File: src/rtl/sync_filter_pkg.sv
// Purpose: shared constants and helpers for the synchronise-and-debounce filter bank.
// Latency: n/a (package only).
// Backpressure: n/a (package only).
// Contents: default parameter values, legal parameter ranges, glitch counter sizing, clog2.
package sync_filter_pkg;

  localparam int N_CH_DEFAULT        = 4;
  localparam int SYNC_STAGES_DEFAULT = 2;
  localparam int FILT_CYCLES_DEFAULT = 4;

  localparam int N_CH_MIN        = 1;
  localparam int N_CH_MAX        = 32;
  localparam int SYNC_STAGES_MIN = 2;
  localparam int SYNC_STAGES_MAX = 4;
  localparam int FILT_CYCLES_MIN = 1;
  localparam int FILT_CYCLES_MAX = 255;

  localparam int GLITCH_W = 8;
  localparam logic [GLITCH_W-1:0] GLITCH_MAX = 8'hFF;

  // Ceiling log2; the callers always pass values >= 2, so the result is >= 1.
  function automatic int clog2(input int value);
    int result;
    int v;
    result = 0;
    v = value - 1;
    while (v > 0) begin
      result = result + 1;
      v = v >> 1;
    end
    return result;
  endfunction

endpackage

File: src/rtl/sync_filter_ch.sv
// Purpose: one channel -- metastability synchroniser, stability counter, debounced level, edge pulses.
// Latency: SYNC_STAGES edges to sync_out, then FILT_CYCLES more edges to filt_out and the pulse.
// Backpressure: none; the channel samples every cycle and never stalls.
// Ports: clk/reset (sync, active-high); async_in raw level; sync_out last synchroniser stage;
//        filt_out debounced level; rise_pulse/fall_pulse one-cycle edge strobes;
//        glitch high in any cycle where a partial count is being abandoned.
module sync_filter_ch
  import sync_filter_pkg::*;
#(
  parameter int SYNC_STAGES = SYNC_STAGES_DEFAULT,
  parameter int FILT_CYCLES = FILT_CYCLES_DEFAULT
) (
  input  logic clk,
  input  logic reset,
  input  logic async_in,
  output logic sync_out,
  output logic filt_out,
  output logic rise_pulse,
  output logic fall_pulse,
  output logic glitch
);

  localparam int CW = clog2(FILT_CYCLES + 1);
  localparam logic [CW-1:0] CNT_LAST = CW'(FILT_CYCLES - 1);

  logic [SYNC_STAGES-1:0] sync_q;
  logic [CW-1:0]          cnt;
  logic                   differ;
  logic                   load;

  assign sync_out = sync_q[SYNC_STAGES-1];
  assign differ   = (sync_out != filt_out);
  // The cycle that completes FILT_CYCLES consecutive mismatches commits the new level.
  assign load     = differ && (cnt == CNT_LAST);
  // Input settled back to the accepted level before the count completed.
  assign glitch   = !differ && (cnt != '0);

  always_ff @(posedge clk) begin
    if (reset) begin
      sync_q     <= '0;
      filt_out   <= 1'b0;
      cnt        <= '0;
      rise_pulse <= 1'b0;
      fall_pulse <= 1'b0;
    end else begin
      sync_q <= {sync_q[SYNC_STAGES-2:0], async_in};
      if (load) begin
        filt_out <= sync_out;
        cnt      <= '0;
      end else if (differ) begin
        cnt <= cnt + 1'b1;
      end else begin
        cnt <= '0;
      end
      // Registered alongside filt_out so the strobe coincides with the new level.
      rise_pulse <= load && sync_out;
      fall_pulse <= load && !sync_out;
    end
  end

endmodule

File: src/rtl/sync_filter_bank.sv
// Purpose: bank of N_CH independent synchronise-and-debounce channels with a shared glitch counter.
// Latency: SYNC_STAGES + FILT_CYCLES edges from an async_in step to filt_out and its pulse.
// Backpressure: none; every channel evaluates every cycle.
// Ports: clk/reset (sync, active-high); async_in[N_CH] raw levels; sync_out/filt_out per channel;
//        rise_pulse/fall_pulse per channel; change_any OR of all pulses;
//        glitch_cnt saturating count of cycles with at least one abandoned count.
module sync_filter_bank
  import sync_filter_pkg::*;
#(
  parameter int N_CH        = N_CH_DEFAULT,
  parameter int SYNC_STAGES = SYNC_STAGES_DEFAULT,
  parameter int FILT_CYCLES = FILT_CYCLES_DEFAULT
) (
  input  logic                clk,
  input  logic                reset,
  input  logic [N_CH-1:0]     async_in,
  output logic [N_CH-1:0]     sync_out,
  output logic [N_CH-1:0]     filt_out,
  output logic [N_CH-1:0]     rise_pulse,
  output logic [N_CH-1:0]     fall_pulse,
  output logic                change_any,
  output logic [GLITCH_W-1:0] glitch_cnt
);

  if ((N_CH < N_CH_MIN) || (N_CH > N_CH_MAX) ||
      (SYNC_STAGES < SYNC_STAGES_MIN) || (SYNC_STAGES > SYNC_STAGES_MAX) ||
      (FILT_CYCLES < FILT_CYCLES_MIN) || (FILT_CYCLES > FILT_CYCLES_MAX)) begin : g_bad_param
    $error("sync_filter_bank: parameter out of legal range");
  end

  logic [N_CH-1:0] glitch;

  for (genvar i = 0; i < N_CH; i++) begin : g_ch
    sync_filter_ch #(
      .SYNC_STAGES(SYNC_STAGES),
      .FILT_CYCLES(FILT_CYCLES)
    ) u_ch (
      .clk       (clk),
      .reset     (reset),
      .async_in  (async_in[i]),
      .sync_out  (sync_out[i]),
      .filt_out  (filt_out[i]),
      .rise_pulse(rise_pulse[i]),
      .fall_pulse(fall_pulse[i]),
      .glitch    (glitch[i])
    );
  end

  // Pulses are already registered, so this OR adds no cycle of delay.
  assign change_any = |(rise_pulse | fall_pulse);

  // One count per cycle no matter how many channels glitch together.
  always_ff @(posedge clk) begin
    if (reset) begin
      glitch_cnt <= '0;
    end else if ((|glitch) && (glitch_cnt != GLITCH_MAX)) begin
      glitch_cnt <= glitch_cnt + 1'b1;
    end
  end

endmodule

File: config.mk
export PLATFORM = sky130hd
export DESIGN_NAME = sync_filter_bank
export DESIGN_NICKNAME = d
export VERILOG_FILES = /design/src/rtl/sync_filter_pkg.sv /design/src/rtl/sync_filter_ch.sv /design/src/rtl/sync_filter_bank.sv
export SDC_FILE = /design/constraint.sdc
export NUM_CORES = 1
export LEC_CHECK = 0
export CAP_MARGIN = 20
export CORE_MARGIN = 2
export CORE_UTILIZATION = 55
export DETAILED_ROUTE_END_ITERATION = 16
export GPL_TIMING_DRIVEN = 0
export PLACE_DENSITY = 0.9
export REMOVE_ABC_BUFFERS = 1
export SYNTH_ARGS = -nofsm -noshare
export SYNTH_HDL_FRONTEND = slang
export SYNTH_HIERARCHICAL = 1
export SYNTH_SLANG_ARGS = --single-unit
File: constraint.sdc
create_clock -name clk -period 4.4 [get_ports clk]
set_clock_uncertainty 0.1 [all_clocks]
set_input_delay 0.88 -clock clk [delete_from_list [all_inputs] [get_ports clk]]
set_output_delay 0.88 -clock clk [all_outputs]
set_load 0.01 [all_outputs]
==> flow_metrics.py, run 1 <==
metrics = {
    "clock_network": {
        "clock_path_buffers": 2,
        "clk_latency_ns": 0.35,
        "ctsHoldBuffers": 0,
        "htreeDepth": 2,
        "cts.clk_slew.worst_paths_ns": 0.11,
        "cts-root-buf": "clkbuf_4",
        "cts_tree": "built",
        "numCtsBuffers": 5,
        "cts_sinks": 40,
        "post_cts_resized": 0,
        "cts_setup_buffers": 0,
    },
    "finish": {
        "fin_area_um2": 2217,
        "seq_area_um2": 800.8,
        "nNetsFinal": 206,
        "fillCellCount": 232,
        "multi_input_area_um2": 900.9,
        "drive_above_1_share_pct": 17.55,
        "antenna_cells": 0,
        "area_growth_syn_to_layout_pct": 24.96,
    },
    "placed_design": {
        "placed_cell_area_um2": 2137,
        "numPortBuffers": 30,
        "gp_congestion": 0.8349,
        "dp_hpwl_um": 2554,
    },
    "worst_hold_path": {
        "hold_path_class": "register to register",
        "hold_depth": 1,
    },
    "critical_path": {
        "rr_worst_depth": 5,
        "reg2reg_from": "g_ch[3].u_ch/filt_out",
        "required_ns": 3.42,
        "rr_endpoint": "glitch_cnt[3]",
        "crit_fanout": 2,
        "end_kind": "primary output",
        "startpoint": "g_ch[2].u_ch/fall_pulse",
        "worstPathArrival_ns": 1.72,
        "endpoint": "change_any",
        "reg2reg_slack_ns": 2.34,
        "setup.worst_path.class": "register to primary output",
        "cp-start-kind": "register",
    },
    "timing": {
        "setup_viol": 0,
        "fin_crit_sh_pct": 61.26,
        "final.min_clock_period_ns": 2.696,
        "tightest_slew_ns": 0.8333,
        "max_freq_mhz": 371.0,
        "slew_viol_final": 0,
        "hold_viol": 0,
        "max_slew_margin_pct": 44.27,
        "final.setup.tns_ns": 0,
        "rsz0062_at_grt": "false",
    },
    "synth": {
        "synth_cells": 152,
        "synth_area_um2": 1774,
        "ys_ff_latch": 40,
        "synth.distinct_cells": 29,
        "synth_area_per_cell_um2": 11.67,
        "ys_async_sr_fraction_pct": 0,
        "yosysWarnings": 6,
        "synth_ff_type": "dfxtp_1",
        "yosysSeqAreaShare_pct": 45.13,
        "synth_edf_count": 0,
    },
    "routing": {
        "routed-via-count": 1269,
        "avgRoutedWirePerCell_um": 14.41,
        "drt-initial-drc-count": 64,
        "first_pass_iters": 4,
        "via_per_inst": 5.470,
        "drc": 0,
        "drt_wl_total_um": 3342,
        "drtAntennaViolNets": 0,
    },
    "global_routing": {
        "grt.overflow.total": 0,
        "met1_usage_pct": 23.21,
        "grt_use_met2_pct": 37.94,
        "grt.total_usage_pct": 21.09,
        "grt_util_met3_pct": 6.183,
        "grt_pass1_vias": 1281,
        "antenna_found_initial": 0,
        "grt-busiest-layer": "met2",
        "grt_max_degree": 25,
        "grt_pass1_wl_um": 5699,
    },
    "pwr": {
        "p_leak_nw": 0.7982,
        "ir_drop_uv": 273.9,
        "power_density_nw_per_um2": 296.6,
    },
    "floorplanning": {
        "die_w_um": 60.80,
        "die_h_um": 60.80,
        "die_area_um2": 3696,
        "io_pins": 31,
        "num_rows": 20,
        "initial_core_util_pct": 58.11,
        "core_um2": 3053,
    },
    "job": {
        "drv_cap": 0,
    },
    "status": {
        "status": "finished clean",
    },
}
==> power breakdown <==
part | leakage, nW | internal (mW) | switching (mW) | total (mW)
Combinational | 0.433 | 0.0230 | 0.0204 | 0.0434
Sequential | 0.324 | 0.368 | 0.00614 | 0.374
Clock | 0.0412 | 0.118 | 0.121 | 0.240
Total | 0.798 | 0.510 | 0.148 | 0.658
==> critical path: stages, from the launching register on <==
cell	delay, ns
dfxtp_1	0.33
nor4_1	0.43
nand2_1	0.10
clkdlybuf4s50_1	0.51
==> layout by cell type (no fill, tap or decap) <==
master and count:
dfxtp_1 40, clkdlybuf4s50_1 30, inv_1 14, ha_1 13, nor2b_1 11, nor4_1 10, nor2_1 8, and4bb_2 8
and3_1 5, mux2i_1 5, clkbuf_4 5, xnor2_2 4, a21boi_0 4, nor4b_2 4, mux2_1 3, a211oi_1 3
nand2_1 2, nand2b_1 2, a21oi_1 2, a41oi_2 2, a311oi_2 2, and4_4 1, nor4_4 1, or4_1 1
nand3_1 1, a211oi_2 1, a2111oi_4 1, a31oi_1 1, clkinv_2 1, bufinv_16 1, clkinvlp_4 1, buf_16 1
==> Yosys cell counts (all sizes together), types with 3 or more instances <==
library cell	number	area [um^2]
mux2	3	33.78
ha	13	162.7
inv	14	52.55
nor4	11	83.83
mux2i	5	50.05
nor2b	11	68.82
a21boi	4	30.03
xnor2	4	65.06
dfxtp	40	800.8
a211oi	4	35.03
and4bb	8	100.1
nor4b	4	60.06
nor2	8	30.03
and3	5	31.28
==> stage by stage <==
stage          worst slack, ns  instances  power [mW]  util, %  hold slack (ns)
6_report                 1.704        232      0.6576    72.62           0.3581
3_5_place_dp             1.698        224      0.4258    70.00           0.3317
3_3_place_gp             1.469        223      0.4199    69.10           0.3184
5_1_grt                  1.514        232      0.6852    72.62           0.3726
2_1_floorplan            2.469        149      0.4020        -           0.3138
4_1_cts                  1.633        232      0.6626    72.62           0.3618
==> cells by family (layout without fill, tap and decap cells) <==
group	Yosys count	in the layout	share of synthesized area [%]
muxes	8	8	4.725
and+or+nand+nor	54	54	23.55
adders and majority gates	13	13	9.168
AOI/OAI and AO/OA	16	16	9.662
buffers and inverters	17	53	4.090
xor gates and xnor gates	4	4	3.667
DFF	40	40	45.13
==> metal layers <==
layer	wire length, um	part of all wire (%)
met5	0	0
met4	44	1.3
met3	118	3.5
met2	1805	54
met1	1374	41
==> worst min path at each step <==
stage | from | end
global route | g_ch[0].u_ch/sync_q[0] | g_ch[0].u_ch/sync_q[1]
floorplan | g_ch[0].u_ch/sync_q[0] | g_ch[0].u_ch/sync_q[1]
finish | g_ch[0].u_ch/sync_q[0] | g_ch[0].u_ch/sync_q[1]
detailed placement | g_ch[3].u_ch/sync_q[0] | g_ch[3].u_ch/sync_q[1]
CTS | g_ch[3].u_ch/sync_q[0] | g_ch[3].u_ch/sync_q[1]
global placement | g_ch[2].u_ch/sync_q[0] | g_ch[2].u_ch/sync_q[1]
==> state kept, by name (all words and copies together) (netlist names) <==
signal                flops
g_ch.u_ch/sync_q          8
g_ch.u_ch/filt_out        4
g_ch.u_ch/fall_pulse      4
glitch_cnt                8
g_ch.u_ch/rise_pulse      4
g_ch.u_ch/cnt            12
==> area by class of cell <==
class | instances | area share, %
Inverter | 14 | 2.370
Timing Repair Buffer | 31 | 14.79
Clock buffer | 5 | 1.693
Clock inverter | 3 | 1.919
Multi-Input combinational cell | 95 | 40.63
Tap cell | 44 | 2.483
Sequential cell | 40 | 36.12
No activity file was read; power rests on OpenSTA's default activity.
==> inputs of run 2 (changes only) <==
--- a/config.mk
+++ b/config.mk
@@ -7,10 +7,10 @@
 export LEC_CHECK = 0
 export CAP_MARGIN = 20
 export CORE_MARGIN = 2
-export CORE_UTILIZATION = 55
+export CORE_UTILIZATION = 47
 export DETAILED_ROUTE_END_ITERATION = 16
 export GPL_TIMING_DRIVEN = 0
-export PLACE_DENSITY = 0.9
+export PLACE_DENSITY = 0.82
 export REMOVE_ABC_BUFFERS = 1
 export SYNTH_ARGS = -nofsm -noshare
 export SYNTH_HDL_FRONTEND = slang
==> constraint.sdc (replaced) <==
create_clock -name clk -period 2.2 [get_ports clk]
set_clock_uncertainty 0.1 [all_clocks]
set_input_delay 0.44 -clock clk [delete_from_list [all_inputs] [get_ports clk]]
set_output_delay 0.44 -clock clk [all_outputs]
set_load 0.01 [all_outputs]
==> run 2 against run 1 <==
Against the previous run: power increased by 94%; highest routed layer unchanged; sequential cell count unchanged; sequential power increased by 100%; largest power group unchanged; critical path depth unchanged; non-clock buffer count unchanged; worst hold slack got worse by 0.018 ns.
==> flow_metrics.py, run 2 (synthesis results as in run 1) <==
metrics = {
    "status": {
        "status": "finished clean",
    },
    "critical_path": {
        "end_kind": "primary output",
        "setup.worst_path.class": "register to primary output",
        "required_ns": 1.66,
        "worstPathArrival_ns": 1.54,
        "crit_fanout": 2,
        "reg2reg_from": "g_ch[1].u_ch/filt_out",
        "rr_endpoint": "glitch_cnt[6]",
        "cp-start-kind": "register",
        "reg2reg_slack_ns": 0.16,
        "rr_worst_depth": 5,
    },
    "timing": {
        "tightest_slew_ns": 0.8716,
        "max_freq_mhz": 480.8,
        "final.min_clock_period_ns": 2.080,
        "setup_viol": 0,
        "fin_ws_ns": 0.1201,
        "final.setup.tns_ns": 0,
        "max_slew_margin_pct": 41.71,
        "hold_viol": 0,
        "fin_crit_sh_pct": 94.54,
        "rsz0062_at_grt": "false",
        "slew_viol_final": 0,
    },
    "worst_hold_path": {
        "worstHoldEndpoint": "g_ch[0].u_ch/sync_q[1]",
        "hp-start": "g_ch[0].u_ch/sync_q[0]",
        "hold_path_class": "register to register",
        "hold_depth": 1,
    },
    "global_routing": {
        "grt_pass1_wl_um": 5547,
        "grt.overflow.total": 0,
        "antenna_found_initial": 0,
        "grt_max_degree": 25,
        "grt.total_usage_pct": 16.99,
        "grt_pass1_vias": 1268,
    },
    "routing": {
        "via_per_inst": 5.340,
        "drt-initial-drc-count": 26,
        "drc": 0,
        "drt_wl_total_um": 3238,
        "routed-via-count": 1255,
        "drtAntennaViolNets": 0,
        "avgRoutedWirePerCell_um": 13.78,
        "first_pass_iters": 4,
    },
    "floorplanning": {
        "num_rows": 22,
        "die_area_um2": 4282,
        "die_h_um": 65.44,
        "io_pins": 31,
        "initial_core_util_pct": 48.83,
        "die_w_um": 65.44,
        "core_um2": 3633,
    },
    "placed_design": {
        "pre_cts_slack_ns": 0.002772,
        "gp_congestion": 0.7537,
        "dp_hpwl_um": 2463,
        "numPortBuffers": 30,
    },
    "clock_network": {
        "post_cts_resized": 0,
        "cts.clk_slew.worst_paths_ns": 0.07,
        "cts_sinks": 40,
        "cts_tree": "built",
        "numCtsBuffers": 5,
        "ctsHoldBuffers": 0,
        "htreeDepth": 2,
        "cts_setup_buffers": 0,
        "clk_latency_ns": 0.28,
        "cts-root-buf": "clkbuf_8",
        "clock_path_buffers": 2,
    },
    "finish": {
        "drive_above_1_share_pct": 16.58,
        "mostFrequentLayoutCell": "dfxtp_1",
        "reg_top3": "g_ch.u_ch/cnt x12, g_ch.u_ch/sync_q x8, glitch_cnt x8",
        "fillCellCount": 307,
        "largest_register": "g_ch.u_ch/cnt",
        "final_cell_mix": "dfxtp_1 (40), clkdlybuf4s50_1 (30), inv_1 (14), ha_1 (13), nor2b_1 (11)",
        "area_growth_syn_to_layout_pct": 25.11,
        "antenna_cells": 0,
        "largest_reg_flops": 12,
        "final_util_pct": 61.09,
        "nNetsFinal": 206,
    },
    "pwr": {
        "ir_drop_uv": 463.8,
        "power_density_nw_per_um2": 574.9,
        "p_leak_nw": 0.7980,
    },
    "job": {
        "drv_cap": 0,
    },
}
==> run 2: layout make-up <==
cell class                 instances  area [um^2]  area share [%]
clock buffer                       6        72.57           3.269
clock inverter                     1        5.005          0.2255
inverter                          14        52.55           2.368
multi-input combinational         95        900.9           40.59
sequential                        40        800.8           36.08
tap                               48        60.06           2.706
timing repair buffer              31        327.8           14.77
==> run 2: worst max path at each step <==
| stage | to | cells after the start | from | slack [ns] |
|---|---|---|---|---|
| floorplan | glitch_cnt[6] | 5 | g_ch[1].u_ch/filt_out | 0.27 |
| global placement | glitch_cnt[4] | 3 | reset | -0.33 |
| detailed placement | g_ch[2].u_ch/fall_pulse | 3 | reset | 0.003 |
| CTS | change_any | 3 | g_ch[0].u_ch/fall_pulse | 0.07 |
| global route | glitch_cnt[7] | 5 | g_ch[2].u_ch/filt_out | 0.01 |
| finish | change_any | 3 | g_ch[0].u_ch/fall_pulse | 0.12 |
==> run 2: routing by layer <==
layer,track usage (%),vias to the layer above,wire length [um]
li1,-,620,-
met1,18.92,603,1356
met2,30.23,25,1683
met3,4.281,7,140
met4,7.813,0,57
met5,0,-,0
==> run 2: critical path, cell delays in order, from the launching register on <==
cell and delay [ns]:
dfxtp_1 0.32, nor4_1 0.36, nand2_1 0.09, clkdlybuf4s50_1 0.49
==> run 2: power breakdown <==
group          internal, mW  switching, mW  leakage, nW
combinational        0.0457         0.0402        0.433
sequential            0.736         0.0118        0.324
clock                 0.215          0.227       0.0410
total                 0.997          0.279        0.798
==> run 2: stage by stage <==
step | hold slack (ns) | power (mW) | instances | cell area [um^2]
after floorplan | 0.3138 | 0.8040 | 149 | 1754
after global placement | 0.3161 | 0.8401 | 227 | 2115
after detailed placement | 0.3326 | 0.8514 | 228 | 2142
after CTS | 0.3423 | 1.291 | 235 | 2220
after global routing | 0.3579 | 1.334 | 235 | 2220
final | 0.3404 | 1.276 | 235 | 2220
